## config.mk

```make
export PLATFORM = sky130hd
export DESIGN_NAME = id_ex_stage
export DESIGN_NICKNAME = d
export VERILOG_FILES = /design/src/rtl/id_ex_stage.sv
export SDC_FILE = /design/constraint.sdc
export NUM_CORES = 1
export LEC_CHECK = 0
export BUFFER_PORTS_ARGS = -buffer_cell sky130_fd_sc_hd__buf_4
export CORE_AREA = 8 8 145 147
export CTS_CLUSTER_DIAMETER = 80
export DETAILED_ROUTE_END_ITERATION = 12
export DIE_AREA = 0 0 153 155
export GPL_TIMING_DRIVEN = 0
export HOLD_SLACK_MARGIN = 0.15
export PLACE_DENSITY = 0.84
export REMOVE_ABC_BUFFERS = 1
export SYNTH_ARGS = -nofsm -noshare
export SYNTH_HDL_FRONTEND = slang
export SYNTH_SLANG_ARGS = --single-unit
```

## constraint.sdc

```tcl
create_clock -name clk -period 5.7 [get_ports clk]
set_input_delay 1.14 -clock clk [delete_from_list [all_inputs] [get_ports clk]]
set_output_delay 1.14 -clock clk [all_outputs]
set_load 0.03 [all_outputs]
```

## src/rtl/id_ex_stage.sv

```systemverilog
`default_nettype none
// ============================================================================
//  Module      : id_ex_stage
//  Description : ID/EX pipeline register with MEM/WB operand forwarding,
//                load-use hazard detection and a saturating stall counter.
//  Revision    : 1.0
// ============================================================================
module id_ex_stage (
    input  logic        clk,
    input  logic        rst,
    input  logic        freeze,
    input  logic        flush,
    input  logic        id_valid,
    input  logic [31:0] id_pc,
    input  logic [31:0] reg1,
    input  logic [31:0] reg2,
    input  logic [4:0]  src1,
    input  logic [4:0]  src2,
    input  logic [4:0]  dest,
    input  logic [31:0] imm,
    input  logic [3:0]  exe_cmd,
    input  logic        mem_r_en,
    input  logic        mem_w_en,
    input  logic        wb_en,
    input  logic        is_imm,
    input  logic        uses_src2,
    input  logic [4:0]  mem_dest,
    input  logic        mem_wb_en,
    input  logic [31:0] mem_result,
    input  logic [4:0]  wb_dest,
    input  logic        wb_wb_en,
    input  logic [31:0] wb_value,
    output logic        ex_valid,
    output logic [31:0] ex_pc,
    output logic [31:0] ex_val1,
    output logic [31:0] ex_val2,
    output logic [31:0] ex_st_val,
    output logic [4:0]  ex_dest,
    output logic [3:0]  ex_cmd,
    output logic        ex_mem_r_en,
    output logic        ex_mem_w_en,
    output logic        ex_wb_en,
    output logic        stall_out,
    output logic [15:0] stall_count
);

    localparam logic [4:0]  c_R0      = 5'd0;
    localparam logic [15:0] c_CNT_MAX = 16'hFFFF;

    logic        r_valid;
    logic [31:0] r_pc;
    logic [31:0] r_val1;
    logic [31:0] r_val2;
    logic [31:0] r_st_val;
    logic [4:0]  r_dest;
    logic [3:0]  r_cmd;
    logic        r_mem_r_en;
    logic        r_mem_w_en;
    logic        r_wb_en;
    logic [15:0] r_stall_count;

    logic [31:0] w_fwd1;
    logic [31:0] w_fwd2;
    logic        w_hazard;
    logic        w_bubble;

    // MEM stage is younger than WB, so its result takes priority.
    always_comb begin
        w_fwd1 = reg1;
        if (mem_wb_en && (mem_dest != c_R0) && (mem_dest == src1))
            w_fwd1 = mem_result;
        else if (wb_wb_en && (wb_dest != c_R0) && (wb_dest == src1))
            w_fwd1 = wb_value;
    end

    always_comb begin
        w_fwd2 = reg2;
        if (mem_wb_en && (mem_dest != c_R0) && (mem_dest == src2))
            w_fwd2 = mem_result;
        else if (wb_wb_en && (wb_dest != c_R0) && (wb_dest == src2))
            w_fwd2 = wb_value;
    end

    assign w_hazard = r_valid && r_mem_r_en && r_wb_en && (r_dest != c_R0) && id_valid &&
                      ((src1 == r_dest) || (uses_src2 && (src2 == r_dest)));
    assign w_bubble = flush || w_hazard || !id_valid;

    always_ff @(posedge clk or posedge rst) begin
        if (rst) begin
            r_valid       <= 1'b0;
            r_pc          <= 32'd0;
            r_val1        <= 32'd0;
            r_val2        <= 32'd0;
            r_st_val      <= 32'd0;
            r_dest        <= 5'd0;
            r_cmd         <= 4'd0;
            r_mem_r_en    <= 1'b0;
            r_mem_w_en    <= 1'b0;
            r_wb_en       <= 1'b0;
            r_stall_count <= 16'd0;
        end else if (!freeze) begin
            if (w_hazard && !flush && (r_stall_count != c_CNT_MAX))
                r_stall_count <= r_stall_count + 16'd1;

            // A bubble only kills the control fields; datapath fields keep their value.
            if (w_bubble) begin
                r_valid    <= 1'b0;
                r_cmd      <= 4'd0;
                r_mem_r_en <= 1'b0;
                r_mem_w_en <= 1'b0;
                r_wb_en    <= 1'b0;
            end else begin
                r_valid    <= 1'b1;
                r_pc       <= id_pc;
                r_val1     <= w_fwd1;
                r_val2     <= is_imm ? imm : w_fwd2;
                r_st_val   <= w_fwd2;
                r_dest     <= dest;
                r_cmd      <= exe_cmd;
                r_mem_r_en <= mem_r_en;
                r_mem_w_en <= mem_w_en;
                r_wb_en    <= wb_en && (dest != c_R0);
            end
        end
    end

    assign stall_out   = w_hazard && !flush;
    assign ex_valid    = r_valid;
    assign ex_pc       = r_pc;
    assign ex_val1     = r_val1;
    assign ex_val2     = r_val2;
    assign ex_st_val   = r_st_val;
    assign ex_dest     = r_dest;
    assign ex_cmd      = r_cmd;
    assign ex_mem_r_en = r_mem_r_en;
    assign ex_mem_w_en = r_mem_w_en;
    assign ex_wb_en    = r_wb_en;
    assign stall_count = r_stall_count;

endmodule
`default_nettype wire

```

==> results of run 1 <==
[routing by layer]
metal | part of all wire (%) | vias to the layer above | track usage, %
met1 | 37 | 3783 | 27.75
met4 | 2.6 | 0 | 9.331
met3 | 10 | 41 | 8.766
met5 | 0 | - | 0
li1 | - | 3597 | -
met2 | 50 | 450 | 42.24
[kinds of logic (layout without fill, tap and decap cells)]
logic type / after synthesis / in the layout / share of synthesized area [%]
and+or+nand+nor: 256 / 256 / 13.10
DFF: 157 / 157 / 48.18
AOI/OAI and AO/OA: 143 / 143 / 12.17
muxes: 134 / 134 / 18.01
buffers and inverters: 59 / 437 / 3.545
xor gates and xnor gates: 45 / 45 / 4.834
adders and majority gates: 1 / 1 / 0.1534
[worst max path at each step]
stage	start	end	slack [ps]	cells after the start
2_1_floorplan	src2[4]	ex_dest[0]	-8120	5
3_3_place_gp	freeze	ex_val1[1]	-14150	5
3_5_place_dp	src2[4]	stall_out	1840	7
4_1_cts	src2[4]	stall_out	1840	7
5_1_grt	src2[4]	stall_out	1610	7
6_report	src2[4]	stall_out	1840	7
[state kept, by name, summed over array words and instances, names as in the netlist]
name / flops
ex_pc: 32
ex_dest: 5
ex_mem_w_en: 1
ex_valid: 1
ex_st_val: 32
ex_val2: 32
ex_wb_en: 1
ex_val1: 32
ex_cmd: 4
ex_mem_r_en: 1
stall_count: 16
[cell type report]
type,count,area (um^2)
clock buffers,18,429.2
inverters,1,11.26
flip-flops and latches,157,3929
well taps,238,297.8
multi-input cells,579,3973
clock inverters,14,131.4
fillers,1471,7003
repair buffers,404,3178
[power by group]
part | switching, mW | internal [mW]
logic | 0.711 | 0.545
clock network | 0.514 | 0.611
registers | 0.112 | 1.30
[cell usage after synthesis (3+ instances only)]
master,count,area (um^2)
sky130_fd_sc_hd__and4_1,3,26.28
sky130_fd_sc_hd__nor3_1,8,40.04
sky130_fd_sc_hd__nand2_1,109,409.1
sky130_fd_sc_hd__nand3_1,14,70.07
sky130_fd_sc_hd__a22o_1,6,52.55
sky130_fd_sc_hd__a31oi_1,64,400.4
sky130_fd_sc_hd__buf_6,4,45.04
sky130_fd_sc_hd__nor2_1,101,379.1
sky130_fd_sc_hd__a21oi_1,33,165.2
sky130_fd_sc_hd__mux2i_1,32,320.3
sky130_fd_sc_hd__xor2_1,18,157.7
sky130_fd_sc_hd__mux2_2,102,1149
sky130_fd_sc_hd__nand4_1,6,37.54
sky130_fd_sc_hd__buf_1,7,26.28
sky130_fd_sc_hd__buf_2,24,120.1
sky130_fd_sc_hd__dfrtp_1,157,3929
sky130_fd_sc_hd__or4_1,5,37.54
sky130_fd_sc_hd__nor4_1,5,31.28
sky130_fd_sc_hd__xnor2_1,27,236.5
sky130_fd_sc_hd__clkbuf_1,21,78.83
sky130_fd_sc_hd__a311o_1,32,320.3
[stage by stage]
| step | cells | utilization (%) | worst slack [ps] |
|---|---|---|---|
| after floorplan | 737 | - | -8118 |
| after global placement | 1365 | 58.54 | -14150 |
| after detailed placement | 1379 | 60.06 | 1841 |
| after CTS | 1411 | 63.02 | 1835 |
| after global routing | 1411 | 63.05 | 1610 |
| final | 1411 | 63.05 | 1838 |
==> flow_metrics.py, run 1 <==
metrics = {
    "critical_path": {
        "cp-end-kind": "output pin",
        "worst_path_max_delay_cell": "sky130_fd_sc_hd__nand2_1",
        "worst_r2r_setup_slack_ps": 2830,
        "worst_path_dominant_cell_family": "simple AND/OR/NAND/NOR gates",
        "crit_type": "in -> out",
        "worstPathRequired_ps": 4560,
        "critical-path-top-cell-by-count": "sky130_fd_sc_hd__buf_4",
        "crit_chain": "buf_4 -> xnor2_1 -> nand4_1 -> o22ai_1 -> nand2_1 -> nor2_1 -> buf_4",
        "rr_startpoint": "ex_dest[0]",
        "worst_ep_arrival_time_ps": 2720,
        "timing.critical_path.from_type": "primary input",
        "cp.buffers_inverters": 2,
        "crit-reg2reg-capture": "ex_val1[0]",
        "worst_r2r_path_depth": 8,
        "crit_path_max_fanout": 14,
        "critPathMaxStageDelay_ps": 430,
    },
    "logic_synthesis": {
        "ys_dominant_reg_cell": "sky130_fd_sc_hd__dfrtp_1",
        "avgSynthCellArea_um2": 10.26,
        "ys_types": 34,
        "yosys_warnings": 0,
        "synth-edff-count": 0,
        "netlist_instances": 795,
        "synth.yosys.seq_area_share_pct": 48.18,
        "synth-seq-cells": 157,
        "asyncSetResetFlopFracSynth_pct": 100.0,
        "syn_area_um2": 8154,
    },
    "cells_and_area": {
        "syn_to_final_growth_pct": 46.54,
        "layout-drive-gt1-share_pct": 46.55,
        "mostFrequentLayoutCell": "sky130_fd_sc_hd__buf_4",
        "design.final.nets": 1394,
        "most-common-layout-cells": "390 x sky130_fd_sc_hd__buf_4, 157 x sky130_fd_sc_hd__dfrtp_1, 109 x sky130_fd_sc_hd__nand2_1",
        "final_area_um2": 11950,
        "antenna_fix_cells": 0,
    },
    "sta": {
        "timing.max_slew.rel_slack_pct": 33.81,
        "final_max_tran_viols": 0,
        "total_negative_setup_slacks_ps": 0,
        "hold_violations": 0,
        "max_freq_ghz": 0.2590,
        "timing_worst_slew_pin_value_ps": 985.4,
        "rsz0062_at_grt": "false",
        "hold-worst-slack_ps": 506.8,
        "finClkSkew_ps": 19.74,
        "finalCritPeriodShare_pct": 67.75,
        "report.final.setup_viol": 0,
        "fin_crit_ps": 3862,
    },
    "clocking": {
        "cts_post_setup_buffers_inserted": 0,
        "cts-buffers-inserted": 17,
        "clkLatencyLatePin_ps": 430,
        "cts_root_buf": "sky130_fd_sc_hd__clkbuf_16",
        "clkSlewWorstSetupHoldPaths_ps": 70,
        "clock_tree.htree_level_count": 4,
        "cts.repair.resized": 0,
        "clockBufferDepth": 2,
        "cts_tree": "done",
        "numClockSinks": 157,
        "hold_buffers": 0,
    },
    "grt": {
        "grt_max_degree": 91,
        "global_route.overflow_total": 0,
        "grt_first_pass_wirelength_mm": 45.96,
        "grt_pass1_vias": 8281,
        "grt_antenna_before_repair": 0,
        "track_usage_pct": 24.59,
    },
    "floorplanning": {
        "die-height_um": 155,
        "die-width_um": 153,
        "design.core.area_um2": 18950,
        "floorplan.initialDensity_pct": 43.03,
        "boundaryPins": 391,
        "die_area_um2": 23720,
        "number_of_cell_rows": 51,
    },
    "pwr": {
        "total_power_mw": 3.797,
        "maximum_vdd_ir_drop_v": 0.0002260,
        "p_leak_nw": 5.532,
        "power.density_nw_per_um2": 317.8,
    },
    "place": {
        "place_area_um2": 11380,
        "dp_hpwl_mm": 22.49,
        "numPortBuffers": 390,
        "gp_routability_congestion": 0.8493,
    },
    "min_path": {
        "hp-class": "reg -> reg",
        "hold_path.startpoint": "stall_count[12]",
        "hold-path-cell-count": 1,
        "min_delay_worst_endpoint": "stall_count[12]",
    },
    "detailed_routing": {
        "first_pass_iters": 5,
        "avgViaCountPerCell": 5.578,
        "postRouteAntennaNets": 0,
        "first_iter_violations": 424,
        "avgRoutedWirePerCell_um": 21.10,
        "routed_wl_mm": 29.77,
        "via_total_after_detailed_routing": 7871,
        "drt_drc_violations_left": 0,
    },
    "run": {
        "maxCapViolations": 0,
    },
    "outcome": {
        "run_status": "finished, final reports clean",
    },
}
Note: power is estimated with default switching activity, not from simulation.
==> run 2, diff against run 1 <==
Settings changed: ABC_AREA set to 1, CORE_AREA 8 8 145 147 to not set, CORE_MARGIN set to 8, CORE_UTILIZATION set to 44, DIE_AREA 0 0 153 155 to not set, PLACE_DENSITY 0.84 to 0.86.
Clock period 5.7 ns to 3.4 ns, I/O delays scaled along.
==> flow_metrics.py, run 2 <==
metrics = {
    "sta": {
        "timing.max_slew.rel_slack_pct": 7.938,
        "report.final.setup_viol": 0,
        "hold_violations": 0,
        "total_negative_setup_slacks_ps": 0,
        "finClkSkew_ps": 13.09,
        "timing_worst_slew_pin_value_ps": 1381,
        "max_freq_ghz": 0.3153,
        "finalCritPeriodShare_pct": 93.27,
        "final_max_tran_viols": 0,
        "fin_crit_ps": 3171,
        "rsz0062_at_grt": "false",
    },
    "floorplanning": {
        "die-width_um": 159.9,
        "boundaryPins": 391,
        "floorplan.initialDensity_pct": 44.85,
        "number_of_cell_rows": 52,
        "design.core.area_um2": 20300,
        "die_area_um2": 25550,
        "die-height_um": 159.9,
    },
    "clocking": {
        "hold_buffers": 0,
        "clockBufferDepth": 2,
        "clkSlewWorstSetupHoldPaths_ps": 70,
        "cts.repair.resized": 0,
        "cts-buffers-inserted": 17,
        "cts_post_setup_buffers_inserted": 0,
        "numClockSinks": 157,
        "clock_tree.htree_level_count": 4,
        "clkLatencyLatePin_ps": 430,
        "cts_root_buf": "sky130_fd_sc_hd__clkbuf_16",
        "cts_tree": "done",
    },
    "logic_synthesis": {
        "netlist_instances": 1315,
        "post-synth-top-area-fraction_pct": 43.15,
        "netlist_top_cells_count": "547 x sky130_fd_sc_hd__nand2_1, 209 x sky130_fd_sc_hd__nand3_1, 157 x sky130_fd_sc_hd__dfrtp_1",
        "yosys-top-cells-area": "sky130_fd_sc_hd__dfrtp_1 43%, sky130_fd_sc_hd__nand2_1 23%, sky130_fd_sc_hd__nand3_1 11%",
        "asyncSetResetFlopFracSynth_pct": 100.0,
        "cell_type_contributing_the_most_total_cell_area_after_synthesis": "sky130_fd_sc_hd__dfrtp_1",
        "yosys_warnings": 0,
        "ys_dominant_reg_cell": "sky130_fd_sc_hd__dfrtp_1",
        "synth.yosys.seq_area_share_pct": 43.15,
        "synth-edff-count": 0,
        "yosys.cell_count.top_type": "sky130_fd_sc_hd__nand2_1",
        "avgSynthCellArea_um2": 6.924,
        "syn_area_um2": 9105,
        "ys_types": 30,
        "synth-seq-cells": 157,
    },
    "pwr": {
        "p_leak_nw": 7.245,
        "maximum_vdd_ir_drop_v": 0.0003105,
        "power.density_nw_per_um2": 493.4,
    },
    "critical_path": {
        "cp-end-kind": "flop",
        "critPathMaxStageDelay_ps": 990,
        "crit_cells": 12,
        "rr_startpoint": "ex_dest[3]",
        "worstSetupEndpoint": "ex_val2[11]",
        "crit-reg2reg-capture": "ex_val1[17]",
        "crit_chain": "buf_4 -> inv_1 -> nand2_1 -> nand2_1 -> nand2_1 -> nor2_4 -> nand3_2 -> nand2_1 -> nand3_1 -> nand3_1 -> nand2_1 -> nand2_1",
        "crit_path_max_fanout": 33,
        "worst_r2r_path_depth": 13,
        "worst_r2r_setup_slack_ps": 390,
        "cp.buffers_inverters": 2,
        "timing.critical_path.from_type": "primary input",
        "worst_path_max_delay_cell": "sky130_fd_sc_hd__nand3_2",
        "critical_path.startpoint": "src2[1]",
        "worstPathRequired_ps": 3770,
        "critical-path-top-cell-by-count": "sky130_fd_sc_hd__nand2_1",
        "worst_ep_arrival_time_ps": 3540,
        "worst_path_dominant_cell_family": "simple AND/OR/NAND/NOR gates",
        "crit_type": "in -> reg",
    },
    "grt": {
        "grt_max_degree": 89,
        "grt_pass1_vias": 10310,
        "grt_first_pass_wirelength_mm": 56.32,
        "grt_antenna_before_repair": 2,
        "global_route.overflow_total": 0,
        "track_usage_pct": 27.49,
    },
    "cells_and_area": {
        "mostFrequentLayoutCell": "sky130_fd_sc_hd__nand2_1",
        "nFillCells": 1757,
        "most-common-layout-cells": "547 x sky130_fd_sc_hd__nand2_1, 390 x sky130_fd_sc_hd__buf_4, 207 x sky130_fd_sc_hd__nand3_1",
        "syn_to_final_growth_pct": 41.13,
        "utilization_pct": 63.30,
        "multi_input_comb_area_um2": 4454,
        "design.final.nets": 1893,
        "layout-drive-gt1-share_pct": 27.63,
        "final-seq-area_um2": 3929,
    },
    "detailed_routing": {
        "postRouteAntennaNets": 0,
        "avgRoutedWirePerCell_um": 18.37,
        "first_pass_iters": 7,
        "drt_drc_violations_left": 0,
        "via_total_after_detailed_routing": 10340,
        "avgViaCountPerCell": 5.320,
        "first_iter_violations": 973,
        "routed_wl_mm": 35.71,
    },
    "place": {
        "numPortBuffers": 390,
        "dp_hpwl_mm": 25.59,
        "gp_routability_congestion": 0.8880,
    },
    "run": {
        "maxCapViolations": 0,
    },
    "outcome": {
        "run_status": "finished, final reports clean",
    },
    "min_path": {
        "hp-class": "in -> async",
    },
}
==> run 2: changes by cell type in the layout (fill, tap and decap cells not counted), sizes merged, moves of 8 or more <==
cell,before,now
nand4,6,37
nand3,14,210
a31oi,64,0
xnor2,27,15
a21oi,33,2
nor2,101,93
mux2,102,0
o21ai,4,12
nand2,109,550
or2,0,32
inv,8,108
a311o,32,0
mux2i,32,0
==> run 2: layout make-up <==
| type | instances | share of cell area [%] |
|---|---|---|
| repair buffers | 398 | 24.34 |
| inverters | 100 | 2.999 |
| clock buffers | 18 | 3.418 |
| flip-flops and latches | 157 | 30.57 |
| diodes | 2 | 0.03895 |
| multi-input cells | 985 | 34.66 |
| well taps | 270 | 2.629 |
| clock inverters | 14 | 1.334 |
==> run 2: worst reg2reg max path: cells and delay by family, from the launching register on <==
family                 cells  cell delay (ps)
buffers and inverters      4             1390
and+or+nand+nor            8             1090
DFF                        1              400
AOI/OAI and AO/OA          1               70
==> run 2: report_power, final <==
group | switching (mW) | total [mW] | internal, mW
Clock | 0.890 | 2.02 | 1.13
Combinational | 1.25 | 2.00 | 0.752
Sequential | 0.169 | 2.31 | 2.14
==> run 2: worst min path at each step <==
stage	startpoint	to
6_report	rst	ex_pc[0]
2_1_floorplan	ex_cmd[1]	ex_cmd[1]
4_1_cts	rst	ex_pc[7]
5_1_grt	rst	ex_cmd[0]
3_3_place_gp	ex_cmd[1]	ex_cmd[1]
3_5_place_dp	ex_pc[4]	ex_pc[4]
==> run 2: cells by family after synthesis <==
logic type      count (synthesis)  share of synthesized area (%)
flops                         157                          43.15
compound gates                 16                         0.9757
fa+ha+maj                       1                         0.1374
buf+inv                       173                          8.575
simple gates                  936                          44.08
xor+xnor                       32                          3.078
==> run 2: metrics by stage <==
| stage | cell area [um^2] | hold WS, ps | power [mW] | std cells | setup slack, ps |
|---|---|---|---|---|---|
| floorplan | 8700 | 645.0 | 3.381 | 1242 | -1515 |
| global placement | 11970 | 462.9 | 4.277 | 1902 | -3484 |
| detailed placement | 12230 | 465.8 | 4.350 | 1910 | -189.4 |
| CTS | 12840 | 305.4 | 6.384 | 1942 | 280.2 |
| global route | 12850 | 333.2 | 6.628 | 1944 | 31.41 |
| finish | 12850 | 301.3 | 6.340 | 1944 | 228.8 |
==> run 2: per-layer routing <==
metal | track usage (%) | wire (um) | vias up
met5 | 0 | 0 | -
met3 | 8.098 | 3597 | 107
li1 | - | - | 4824
met2 | 45.09 | 16950 | 622
met1 | 32.19 | 13610 | 4789
met4 | 14.27 | 1554 | 0
